File: config.mk
export PLATFORM = sky130hd
export DESIGN_NAME = truth_table_scanner
export DESIGN_NICKNAME = d
export VERILOG_FILES = /design/src/rtl/fn_scan_pkg.sv /design/src/rtl/settle_timer.sv /design/src/rtl/truth_table_scanner.sv
export SDC_FILE = /design/constraint.sdc
export NUM_CORES = 1
export LEC_CHECK = 0
export ABC_CLOCK_PERIOD_IN_PS = 2000
export BUFFER_PORTS_ARGS = -buffer_cell sky130_fd_sc_hd__buf_4
export CORE_ASPECT_RATIO = 1.25
export CORE_UTILIZATION = 53
export DETAILED_ROUTE_END_ITERATION = 10
export PLACE_DENSITY = 0.79
export SLEW_MARGIN = 20
export SYNTH_ARGS = -nofsm -noshare
export SYNTH_HDL_FRONTEND = slang
export SYNTH_SLANG_ARGS = --single-unit
File: constraint.sdc
create_clock -name clk -period 2 [get_ports clk]
set_input_delay 0.1 -clock clk [delete_from_list [all_inputs] [get_ports clk]]
set_output_delay 0.1 -clock clk [all_outputs]
set_load 0.005 [all_outputs]
File: src/rtl/fn_scan_pkg.sv
// Shared widths and state encoding for the truth-table scanner.
// The scanner and its settle timer both import this package.
package fn_scan_pkg;

  localparam int N_IN  = 4;
  localparam int TT_W  = 2 ** N_IN;
  localparam int CNT_W = 4;

  typedef enum logic {
    IDLE = 1'b0,
    SCAN = 1'b1
  } scan_state_e;

endpackage

File: src/rtl/settle_timer.sv
// Loadable down-counter that holds each vector for SETTLE extra cycles.
// The zero flag tells the scanner that the current vector may be sampled.
module settle_timer #(
  parameter int SETTLE = 0
) (
  input  logic clk,
  input  logic rst,
  input  logic load,
  input  logic en,
  output logic zero
);
  import fn_scan_pkg::*;

  logic [CNT_W-1:0] cnt_r;

  // Counter register: load has priority over decrement and it saturates at zero.
  always_ff @(posedge clk) begin
    if (rst) begin
      cnt_r <= {CNT_W{1'b0}};
    end else if (load) begin
      cnt_r <= CNT_W'(SETTLE);
    end else if (en && (cnt_r != {CNT_W{1'b0}})) begin
      cnt_r <= cnt_r - {{(CNT_W-1){1'b0}}, 1'b1};
    end else begin
      cnt_r <= cnt_r;
    end
  end

  assign zero = (cnt_r == {CNT_W{1'b0}});

endmodule

File: src/rtl/truth_table_scanner.sv
// Sweeps a,b,c,d through all 16 vectors and captures s_in into a truth table.
// At completion it reports the count of ones and compares the table against expected.
module truth_table_scanner #(
  parameter int N_IN   = 4,
  parameter int SETTLE = 0
) (
  input  logic        clk,
  input  logic        rst,
  input  logic        start,
  input  logic        abort,
  input  logic        s_in,
  input  logic [15:0] expected,
  output logic        a,
  output logic        b,
  output logic        c,
  output logic        d,
  output logic        busy,
  output logic        done,
  output logic [15:0] table_data,
  output logic [4:0]  ones,
  output logic        mismatch,
  output logic        table_valid
);
  import fn_scan_pkg::*;

  localparam logic [N_IN-1:0] VEC_LAST = {N_IN{1'b1}};

  scan_state_e     state_r;
  logic [N_IN-1:0] vec_r;
  logic [TT_W-1:0] table_r;
  logic [4:0]      ones_r;
  logic            busy_r;
  logic            done_r;
  logic            mismatch_r;
  logic            valid_r;

  logic            zero_s;
  logic            load_s;
  logic            en_s;
  logic            last_s;
  logic [TT_W-1:0] next_table_s;

  // Timer control and the table as it will look once the current vector is stored.
  always_comb begin
    last_s       = (vec_r == VEC_LAST);
    en_s         = (state_r == SCAN) && !abort;
    next_table_s = table_r;
    next_table_s[vec_r] = s_in;
    if (state_r == IDLE) begin
      load_s = start;
    end else begin
      load_s = en_s && zero_s && !last_s;
    end
  end

  settle_timer #(
    .SETTLE(SETTLE)
  ) u_settle_timer (
    .clk (clk),
    .rst (rst),
    .load(load_s),
    .en  (en_s),
    .zero(zero_s)
  );

  // Scan FSM: abort beats sampling; mismatch is judged on the final table.
  always_ff @(posedge clk) begin
    if (rst) begin
      state_r    <= IDLE;
      vec_r      <= {N_IN{1'b0}};
      table_r    <= {TT_W{1'b0}};
      ones_r     <= 5'd0;
      busy_r     <= 1'b0;
      done_r     <= 1'b0;
      mismatch_r <= 1'b0;
      valid_r    <= 1'b0;
    end else begin
      done_r <= 1'b0;
      case (state_r)
        IDLE: begin
          if (start) begin
            state_r    <= SCAN;
            vec_r      <= {N_IN{1'b0}};
            table_r    <= {TT_W{1'b0}};
            ones_r     <= 5'd0;
            busy_r     <= 1'b1;
            mismatch_r <= 1'b0;
            valid_r    <= 1'b0;
          end else begin
            state_r <= IDLE;
          end
        end
        SCAN: begin
          if (abort) begin
            state_r <= IDLE;
            busy_r  <= 1'b0;
            vec_r   <= {N_IN{1'b0}};
          end else if (zero_s) begin
            table_r <= next_table_s;
            ones_r  <= ones_r + {4'b0000, s_in};
            if (last_s) begin
              state_r    <= IDLE;
              busy_r     <= 1'b0;
              done_r     <= 1'b1;
              valid_r    <= 1'b1;
              vec_r      <= {N_IN{1'b0}};
              mismatch_r <= (next_table_s != expected);
            end else begin
              vec_r <= vec_r + {{(N_IN-1){1'b0}}, 1'b1};
            end
          end else begin
            state_r <= SCAN;
          end
        end
        default: begin
          state_r <= IDLE;
          busy_r  <= 1'b0;
          vec_r   <= {N_IN{1'b0}};
        end
      endcase
    end
  end

  assign a           = vec_r[N_IN-1];
  assign b           = vec_r[N_IN-2];
  assign c           = vec_r[N_IN-3];
  assign d           = vec_r[N_IN-4];
  assign busy        = busy_r;
  assign done        = done_r;
  assign table_data  = table_r;
  assign ones        = ones_r;
  assign mismatch    = mismatch_r;
  assign table_valid = valid_r;

endmodule

==> impl_metrics.json, run 1 <==
{
  "postCtsResizedCells": 0,
  "path_delay_family": "simple AND/OR/NAND/NOR gates",
  "drv_cap": 0,
  "grt_pass1_vias": 1913,
  "tightest_slew_ns": 0.378,
  "yosysTopAreaCell": "dfxtp_1",
  "numCtsBuffers": 5,
  "p_per_area_nw_per_um2": 533,
  "grt_first_pass_wirelength_um": 8510,
  "syn_inst": 253,
  "area_growth_pct": 27.0,
  "cts_tree": "done",
  "die_width_um": 57.7,
  "clk_pin_slew_worst_paths_ns": 0.07,
  "ys_top_cells_by_area": "dfxtp_1 (33%), a21oi_1 (6.6%), nor2_1 (4.9%)",
  "critPathKind": "register to register",
  "dp_slack_ns": 0.0370,
  "drc": 4,
  "crit_chain": "inv_1 > ha_2 > and3b_2 > mux2i_1 > a211o_1 > nor4_2 > a31oi_1",
  "synth.distinct_cells": 49,
  "gr-usage-all-layers_pct": 26.5,
  "slowest_stage": "dfxtp_1",
  "syn-num-nets": 282,
  "nets": 337,
  "fillCellCount": 303,
  "grt_max_degree": 28,
  "start_kind": "register",
  "vias_per_cell": 5.82,
  "cts_buffer_depth": 2,
  "seq_area_um2": 684,
  "post-route-min-period_ns": 1.88,
  "synth_area_um2": 2050,
  "synthArstFlopShare_pct": 0,
  "leakagePower_uw": 0.00113,
  "pin_count": 50,
  "setup_tns_ns": 0,
  "dieArea_um2": 4130,
  "cts_hold_buf": 0,
  "crit_path_max_fanout": 6,
  "insertion_delay_ns": 0.29,
  "io_buffers": 49,
  "clock_skew_ns": 0.00711,
  "antenna_found_initial": 0,
  "rows": 24,
  "routed_wl_um": 5260,
  "first_iter_violations": 95,
  "core_area_um2": 3600,
  "setup_slack_ns": 0.122,
  "synth_ff_type": "dfxtp_1",
  "yosysTopAreaCellShare_pct": 33.2,
  "dpl.hpwl_um": 3750,
  "yosysWarnings": 0,
  "ir_worst_vdd_uv": 498,
  "cpPeakStageDelay_ns": 0.38,
  "wire_per_inst_um": 15.1,
  "hold_depth": 2,
  "diodes": 0,
  "finalHoldViolations": 0,
  "drv_slew": 0,
  "status": "finished with violations",
  "synthMostInstantiatedCell": "dfxtp_1",
  "start_util_pct": 56.9,
  "synth_area_per_cell_um2": 8.11,
  "synth-seq-cells": 34,
  "required_ns": 2.17,
  "clock-sinks": 34,
  "post_cts_buffers": 0,
  "failed_checks": "DRC",
  "grt_overflow": 0,
  "ys_top_cells_by_count": "dfxtp_1 (34), a21oi_1 (27), nor2_1 (27)",
  "htree_num_levels": 2,
  "synth-edff-count": 0,
  "timing.fmax_mhz": 533,
  "dpl_cell_area_um2": 2480,
  "antenna_left": 0,
  "grt_setup_unrepaired": "false",
  "slew_headroom_pct": 74.7,
  "multi_input_area_um2": 1270,
  "ctsRootBufferMaster": "clkbuf_8",
  "critPathBufInv": 1,
  "crit_arrival_ns": 2.05,
  "rr_worst_depth": 7,
  "hold_path.class": "primary input to register",
  "die_height_um": 71.6,
  "place_congestion": 0.844,
  "final_cell_area_um2": 2610,
  "fin_crit_sh_pct": 93.9,
  "drive_above_1_share_pct": 27.2,
  "dr.pass1.iters": 7,
  "worst-path-stages": 7,
  "crit_path_end_kind": "register",
  "finalSetupViolCount": 0,
  "vias": 2026,
  "synth-seq-area-share_pct": 33.2
}
==> cell type report <==
| cell class | instances | area share [%] |
|---|---|---|
| repair buffers | 62 | 17.9 |
| flip-flops and latches | 34 | 26.3 |
| multi-input cells | 194 | 48.9 |
| well taps | 39 | 1.87 |
| inverters | 11 | 1.58 |
| clock buffers | 7 | 3.31 |
| clock inverters | 1 | 0.192 |
==> per-layer routing <==
| metal | global-route usage (%) | vias up | share of wire (%) | wire length, um |
|---|---|---|---|---|
| met3 | 5.23 | 11 | 5.5 | 292 |
| met4 | 11.6 | 0 | 2.1 | 109 |
| met2 | 46.4 | 68 | 51 | 2670 |
| li1 | - | 995 | - | - |
| met5 | 0 | - | 0 | 0 |
| met1 | 31.0 | 952 | 42 | 2200 |
==> cells by family after synthesis <==
logic type,share of synthesized area [%]
AOI/OAI and AO/OA,17.5
xor gates and xnor gates,7.26
adders and majority gates,4.88
buffers and inverters,6.16
DFF,33.2
muxes,4.39
and+or+nand+nor,26.6
==> registers in the layout, summed over array words and instances, names as in the netlist <==
name	cells
table_data	16
ones	5
u_settle_timer.cnt_r	4
vec_r	4
busy	1
done	1
mismatch	1
state_r	1
table_valid	1
==> metrics by stage <==
step                      hold WS, ns  total power (uW)  util, %  cells
after detailed placement        0.310               861     68.9    340
after CTS                     0.00485              1390     71.4    348
after global routing          0.00765              1440     72.3    348
after floorplan                 0.201               788        -    253
final                         0.00359              1390     72.3    348
after global placement          0.315               860     68.9    340
==> worst reg2reg max path: cells and delay by family (launching register included) <==
family                     cells  cell delay, ns
DFF                            1            0.38
muxes                          1            0.12
AOI/OAI and AO/OA              2            0.41
buffers and inverters          1            0.10
and+or+nand+nor                2            0.52
adders and majority gates      1            0.23
==> power breakdown <==
group          switching [uW]  internal, uW  leakage, uW
registers                5.67           682     0.000276
clock network             260           278    0.0000482
logic                    90.0          73.4     0.000802
total                     356          1030      0.00113
==> placed cells by master (no fill, tap or decap), types with 2 or more instances in the layout <==
master and n:
dfxtp_2 3, clkbuf_8 6, nor3b_2 2, nand2_1 22, buf_4 62, a211oi_1 3, and3b_1 4, and2_1 3
and3_1 3, ha_2 2, ha_1 6, nor4_2 2, nand3_1 11, a21oi_1 27, o22ai_1 2, nand2b_1 3
dfxtp_1 31, nand3b_1 2, a31oi_1 2, xor2_1 8, xnor2_1 9, or3_1 2, mux2i_1 9, o21ai_0 17
nor2_1 27, nand4_1 3, nor3_1 2, inv_1 11, o32a_1 2, nor3b_4 2
==> final timing paths <==
| path | from | endpoint | slack (ns) |
|---|---|---|---|
| setup / recovery | vec_r[0] | mismatch | 0.12 |
| hold reg to reg | table_data[15] | table_data[15] | 0.50 |
| hold / removal | abort | vec_r[2] | 0.004 |
| setup reg to reg | vec_r[0] | mismatch | 0.12 |
(Power assumes the default switching activity.)
==> inputs of run 2 (changes only) <==
--- a/config.mk
+++ b/config.mk
@@ -5,12 +5,13 @@
 export SDC_FILE = /design/constraint.sdc
 export NUM_CORES = 1
 export LEC_CHECK = 0
-export ABC_CLOCK_PERIOD_IN_PS = 2000
+export ABC_CLOCK_PERIOD_IN_PS = 2100
 export BUFFER_PORTS_ARGS = -buffer_cell sky130_fd_sc_hd__buf_4
 export CORE_ASPECT_RATIO = 1.25
-export CORE_UTILIZATION = 53
+export CORE_UTILIZATION = 55
+export CTS_BUF_LIST = sky130_fd_sc_hd__clkbuf_8
 export DETAILED_ROUTE_END_ITERATION = 10
-export PLACE_DENSITY = 0.79
+export PLACE_DENSITY = 0.82
 export SLEW_MARGIN = 20
 export SYNTH_ARGS = -nofsm -noshare
 export SYNTH_HDL_FRONTEND = slang
==> constraint.sdc (replaced) <==
create_clock -name clk -period 2.1 [get_ports clk]
set_input_delay 0.105 -clock clk [delete_from_list [all_inputs] [get_ports clk]]
set_output_delay 0.105 -clock clk [all_outputs]
set_load 0.005 [all_outputs]
==> run 2 against run 1 <==
- highest routed layer unchanged
- worst hold slack improved by 0.011 ns
- cell count decreased by 0.86%
- fmax decreased by 4.9%
- flip-flop and latch count unchanged
- sequential power decreased by 4.7%
- global-route usage increased by 0.39 points
- critical path depth unchanged
- core utilization increased by 1.1 points
- via count decreased by 2.2%
- sequential share of layout area increased by 0.27 points
- the flow now finishes without violations
- routed wire length decreased by 0.99%
- non-clock buffer count decreased by 3
==> impl_metrics.json, run 2 (synthesis results as in run 1) <==
{
  "first_iter_violations": 129,
  "finalPower_uw": 1300,
  "reg2reg_from": "vec_r[1]",
  "diodes": 0,
  "leakagePower_uw": 0.00112,
  "ctsRootBufferMaster": "clkbuf_8",
  "insertion_delay_ns": 0.28,
  "rr_worst_depth": 7,
  "drv_slew": 0,
  "swShare_pct": 25.1,
  "crit_start": "vec_r[1]",
  "die_height_um": 70.3,
  "clk_pin_slew_worst_paths_ns": 0.07,
  "required_ns": 2.26,
  "final_cell_mix": "buf_4 (59), dfxtp_1 (31), nor2_1 (27), a21oi_1 (27), nand2_1 (22)",
  "gr-usage-all-layers_pct": 26.8,
  "routed_wl_um": 5210,
  "crit_arrival_ns": 2.13,
  "clock-sinks": 34,
  "vias": 1982,
  "post_cts_buffers": 0,
  "clkPwrFrac_pct": 38.2,
  "finalHoldViolations": 0,
  "final_cell_area_um2": 2580,
  "cts_tree": "done",
  "p_per_area_nw_per_um2": 506,
  "start_util_pct": 58.4,
  "p_int_uw": 977,
  "wire_per_inst_um": 15.1,
  "power_frac_comb_pct": 11.5,
  "hold_depth": 2,
  "setup_slack_ns": 0.125,
  "dp_slack_ns": 0.0534,
  "die_width_um": 56.6,
  "drv_cap": 0,
  "numCtsBuffers": 5,
  "status": "completed",
  "crit_path_end_kind": "register",
  "drc": 0,
  "io_buffers": 49,
  "dpl_cell_area_um2": 2460,
  "p_sw_uw": 327,
  "drive_above_1_share_pct": 26.1,
  "largest_register_ffs": 16,
  "fin_crit_sh_pct": 94.1,
  "hold_path.class": "primary input to register",
  "cts_buffer_depth": 2,
  "pwr-share-seq_pct": 50.3,
  "post-route-min-period_ns": 1.98,
  "vias_per_cell": 5.74,
  "rows": 24,
  "timing.fmax_mhz": 506,
  "nets": 334,
  "area_growth_pct": 25.7,
  "pin_count": 50,
  "finalSetupViolCount": 0,
  "core_area_um2": 3510,
  "start_kind": "register",
  "slew_headroom_pct": 63.3,
  "htree_num_levels": 2,
  "place_congestion": 0.820,
  "critPathKind": "register to register",
  "setup_tns_ns": 0,
  "grt_overflow": 0,
  "ir_worst_vdd_uv": 505,
  "grt_max_degree": 28,
  "hold_start": "abort",
  "grt_setup_unrepaired": "false",
  "clock_skew_ns": 0.00252,
  "crit_path_max_fanout": 7,
  "antenna_left": 0,
  "post-route-util_pct": 73.4,
  "antenna_found_initial": 0,
  "grt_first_pass_wirelength_um": 8450,
  "dpl.hpwl_um": 3760,
  "dr.pass1.iters": 4,
  "tightest_slew_ns": 0.550,
  "grt_pass1_vias": 1809,
  "dieArea_um2": 3980,
  "final_common_cell": "buf_4"
}
[run 2: changes by cell type in the layout (fill, tap and decap cells not counted), sizes merged]
cell / change
buf: -3
inv: +1
clkbuf: -1
[run 2: cell type report]
type                    instances  area (um2)
inverters                      11        41.3
multi-input cells             194        1270
repair buffers                 59         443
clock buffers                   6        82.6
well taps                      39        48.8
clock inverters                 2        8.76
flip-flops and latches         34         684
fillers                       272         933
[run 2: power groups by stage]
stage	logic (uW)	registers (uW)	clock network [uW]
2_1_floorplan	81.0	670	0
3_3_place_gp	147	670	0
3_5_place_dp	147	671	0
4_1_cts	148	656	502
5_1_grt	164	657	529
6_report	150	656	498
[run 2: path summary, 6_finish.rpt]
path / slack (ns) / endpoint
max: 0.12 / mismatch
min: 0.01 / vec_r[2]
max reg2reg: 0.12 / mismatch
min reg2reg: 0.49 / table_valid
[run 2: worst max-delay path, stage by stage (launching register included)]
cell,delay [ns]
dfxtp_2,0.40
inv_1,0.08
ha_1,0.28
and3b_2,0.26
mux2i_1,0.12
a211o_1,0.31
nor4_2,0.28
a31oi_1,0.12
[run 2: routing by layer]
layer	up-vias	share of wire, %	track usage [%]	routed length [um]
met4	0	1.3	9.76	70
met2	77	51	46.3	2660
met5	-	0	0	0
li1	989	-	-	-
met3	6	6.9	5.37	361
met1	910	41	32.5	2120
[run 2: through the flow]
stage / instances / hold WS [ns]
after floorplan: 253 / 0.206
after global placement: 337 / 0.319
after detailed placement: 337 / 0.318
after CTS: 345 / 0.0142
after global routing: 345 / 0.00493
final: 345 / 0.0145
[run 2: repair_timing]
| action | CTS | global route |
|---|---|---|
| hold buffers | 0 | 0 |
| endpoints found under the setup margin | 0 | 1 |
| resized for setup | 0 | 8 |
==> inputs of run 3 (changes only) <==
--- a/config.mk
+++ b/config.mk
@@ -8,9 +8,11 @@
 export ABC_CLOCK_PERIOD_IN_PS = 2100
 export BUFFER_PORTS_ARGS = -buffer_cell sky130_fd_sc_hd__buf_4
 export CORE_ASPECT_RATIO = 1.25
+export CORE_MARGIN = 2
 export CORE_UTILIZATION = 55
 export CTS_BUF_LIST = sky130_fd_sc_hd__clkbuf_8
 export DETAILED_ROUTE_END_ITERATION = 10
+export GPL_ROUTABILITY_DRIVEN = 0
 export PLACE_DENSITY = 0.82
 export SLEW_MARGIN = 20
 export SYNTH_ARGS = -nofsm -noshare
==> run 3 against run 2 <==
- the flow now finishes with violations (DRC)
- worst hold slack improved by 0.0017 ns
- clock-buffer cell count decreased by 1
- final area decreased by 0.73%
- global-route usage increased by 0.32 points
- via count increased by 3.0%
- largest power group unchanged
- critical path type unchanged
- sequential power about the same
- highest routed layer unchanged
- register-to-register slack got worse by 0.06 ns
==> impl_metrics.json, run 3 (synthesis results as in run 1) <==
{
  "status": "finished with violations",
  "failed_checks": "DRC",
  "rows": 24,
  "crit_path_end_kind": "register",
  "finalSetupViolCount": 0,
  "grt_overflow": 0,
  "cts_hold_buf": 0,
  "first_iter_violations": 121,
  "crit_path_max_fanout": 15,
  "p_int_uw": 941,
  "htree_num_levels": 2,
  "power_frac_comb_pct": 12.1,
  "post-route-util_pct": 72.3,
  "diodes": 0,
  "required_ns": 2.27,
  "crit_arrival_ns": 2.21,
  "nets": 336,
  "drc": 5,
  "dr.pass1.iters": 8,
  "finalPower_uw": 1280,
  "clock-sinks": 34,
  "p_per_area_nw_per_um2": 500,
  "setup_tns_ns": 0,
  "cts_tree": "done",
  "final_cell_mix": "buf_4 (61), dfxtp_1 (32), nor2_1 (27), a21oi_1 (27), nand2_1 (22)",
  "antenna_found_initial": 0,
  "critPathKind": "register to register",
  "core_area_um2": 3540,
  "routed_wl_um": 5510,
  "fillCellCount": 308,
  "finalHoldViolations": 0,
  "wire_per_inst_um": 15.9,
  "multi_input_area_um2": 1250,
  "pin_count": 50,
  "fin_crit_sh_pct": 96.9,
  "hold_path.class": "primary input to register",
  "insertion_delay_ns": 0.29,
  "start_kind": "register",
  "swShare_pct": 26.5,
  "worst_r2r_endpoint": "mismatch",
  "dieArea_um2": 4240,
  "dpl.hpwl_um": 3990,
  "p_sw_uw": 340,
  "hold_path_end": "vec_r[2]",
  "numCtsBuffers": 5,
  "seq_area_um2": 683,
  "leakagePower_uw": 0.00112,
  "start_util_pct": 57.9,
  "post_cts_buffers": 0,
  "hold_depth": 2,
  "pwr-share-seq_pct": 51.2,
  "gr-usage-all-layers_pct": 27.2,
  "die_height_um": 72.3,
  "cts_buffer_depth": 2,
  "clock_skew_ns": 0.00305,
  "final_common_cell": "buf_4",
  "clk_pin_slew_worst_paths_ns": 0.07,
  "io_buffers": 49,
  "grt_max_degree": 28,
  "ir_worst_vdd_uv": 437,
  "drv_cap": 0,
  "vias": 2041,
  "hold_start": "abort",
  "die_width_um": 58.6,
  "reg2reg_from": "vec_r[3]",
  "area_growth_pct": 24.8,
  "clkPwrFrac_pct": 36.7,
  "largest_register_ffs": 16,
  "tightest_slew_ns": 0.579,
  "ff2ff_setup_slack_ns": 0.06,
  "grt_first_pass_wirelength_um": 8880,
  "vias_per_cell": 5.90,
  "antenna_left": 0,
  "slew_headroom_pct": 61.4,
  "timing.fmax_mhz": 491,
  "ctsRootBufferMaster": "clkbuf_8",
  "rr_worst_depth": 5,
  "grt_setup_unrepaired": "false",
  "drv_slew": 0,
  "post-route-min-period_ns": 2.04,
  "grt_pass1_vias": 1961,
  "drive_above_1_share_pct": 25.4
}
==> run 3: cell types whose count changed in the layout (fill, tap and decap cells not counted), sizes merged <==
cell	previous run	this run
clkinv	1	2
clkbuf	6	5
buf	59	61
inv	12	11
==> run 3: how the worst max path moves through the flow <==
stage / start / endpoint / slack, ns
floorplan: vec_r[1] / mismatch / 0.26
global route: vec_r[1] / mismatch / 0.0009
detailed placement: vec_r[0] / mismatch / 0.05
global placement: vec_r[0] / mismatch / 0.15
CTS: vec_r[0] / mismatch / 0.04
finish: vec_r[3] / mismatch / 0.06
==> run 3: layer usage <==
| metal | GRT usage (%) | wire, um | vias up |
|---|---|---|---|
| li1 | - | - | 997 |
| met1 | 30.1 | 2250 | 952 |
| met2 | 46.6 | 2740 | 76 |
| met3 | 7.84 | 375 | 16 |
| met4 | 13.9 | 140 | 0 |
| met5 | 0 | 0 | - |
==> run 3: power groups by stage <==
stage	combinational, uW	sequential (uW)	clock [uW]
final	155	656	470
after global routing	167	657	498
after CTS	152	656	475
after detailed placement	151	670	0
after global placement	149	670	0
after floorplan	81.0	670	0
==> run 3: cell type report <==
cell class / count / area share [%]
timing repair buffer: 61 / 17.9
clock inverter: 2 / 0.391
inverter: 11 / 1.61
tap: 39 / 1.91
sequential: 34 / 26.7
multi-input combinational: 194 / 48.9
clock buffer: 5 / 2.69
==> run 3: critical path, stage by stage (launching register included) <==
cell and delay [ns]:
dfxtp_1 0.65, and3b_1 0.33, mux2i_1 0.31, xnor2_1 0.14
a221oi_1 0.36, a31oi_1 0.13
==> run 3: timing repair <==
| action | in CTS | in global routing |
|---|---|---|
| endpoints found under the hold margin | 0 | 0 |
| gates resized for setup | 0 | 3 |
| endpoints found under the setup margin | 0 | 1 |
==> run 3: metrics by stage <==
step | hold WS [ns] | std cells | area, um2 | setup slack [ns]
5_1_grt | 0.0162 | 346 | 2560 | 0.000896
2_1_floorplan | 0.206 | 253 | 2050 | 0.261
6_report | 0.0163 | 346 | 2560 | 0.0643
3_3_place_gp | 0.323 | 339 | 2470 | 0.152
4_1_cts | 0.0139 | 346 | 2550 | 0.0375
3_5_place_dp | 0.322 | 339 | 2470 | 0.0468
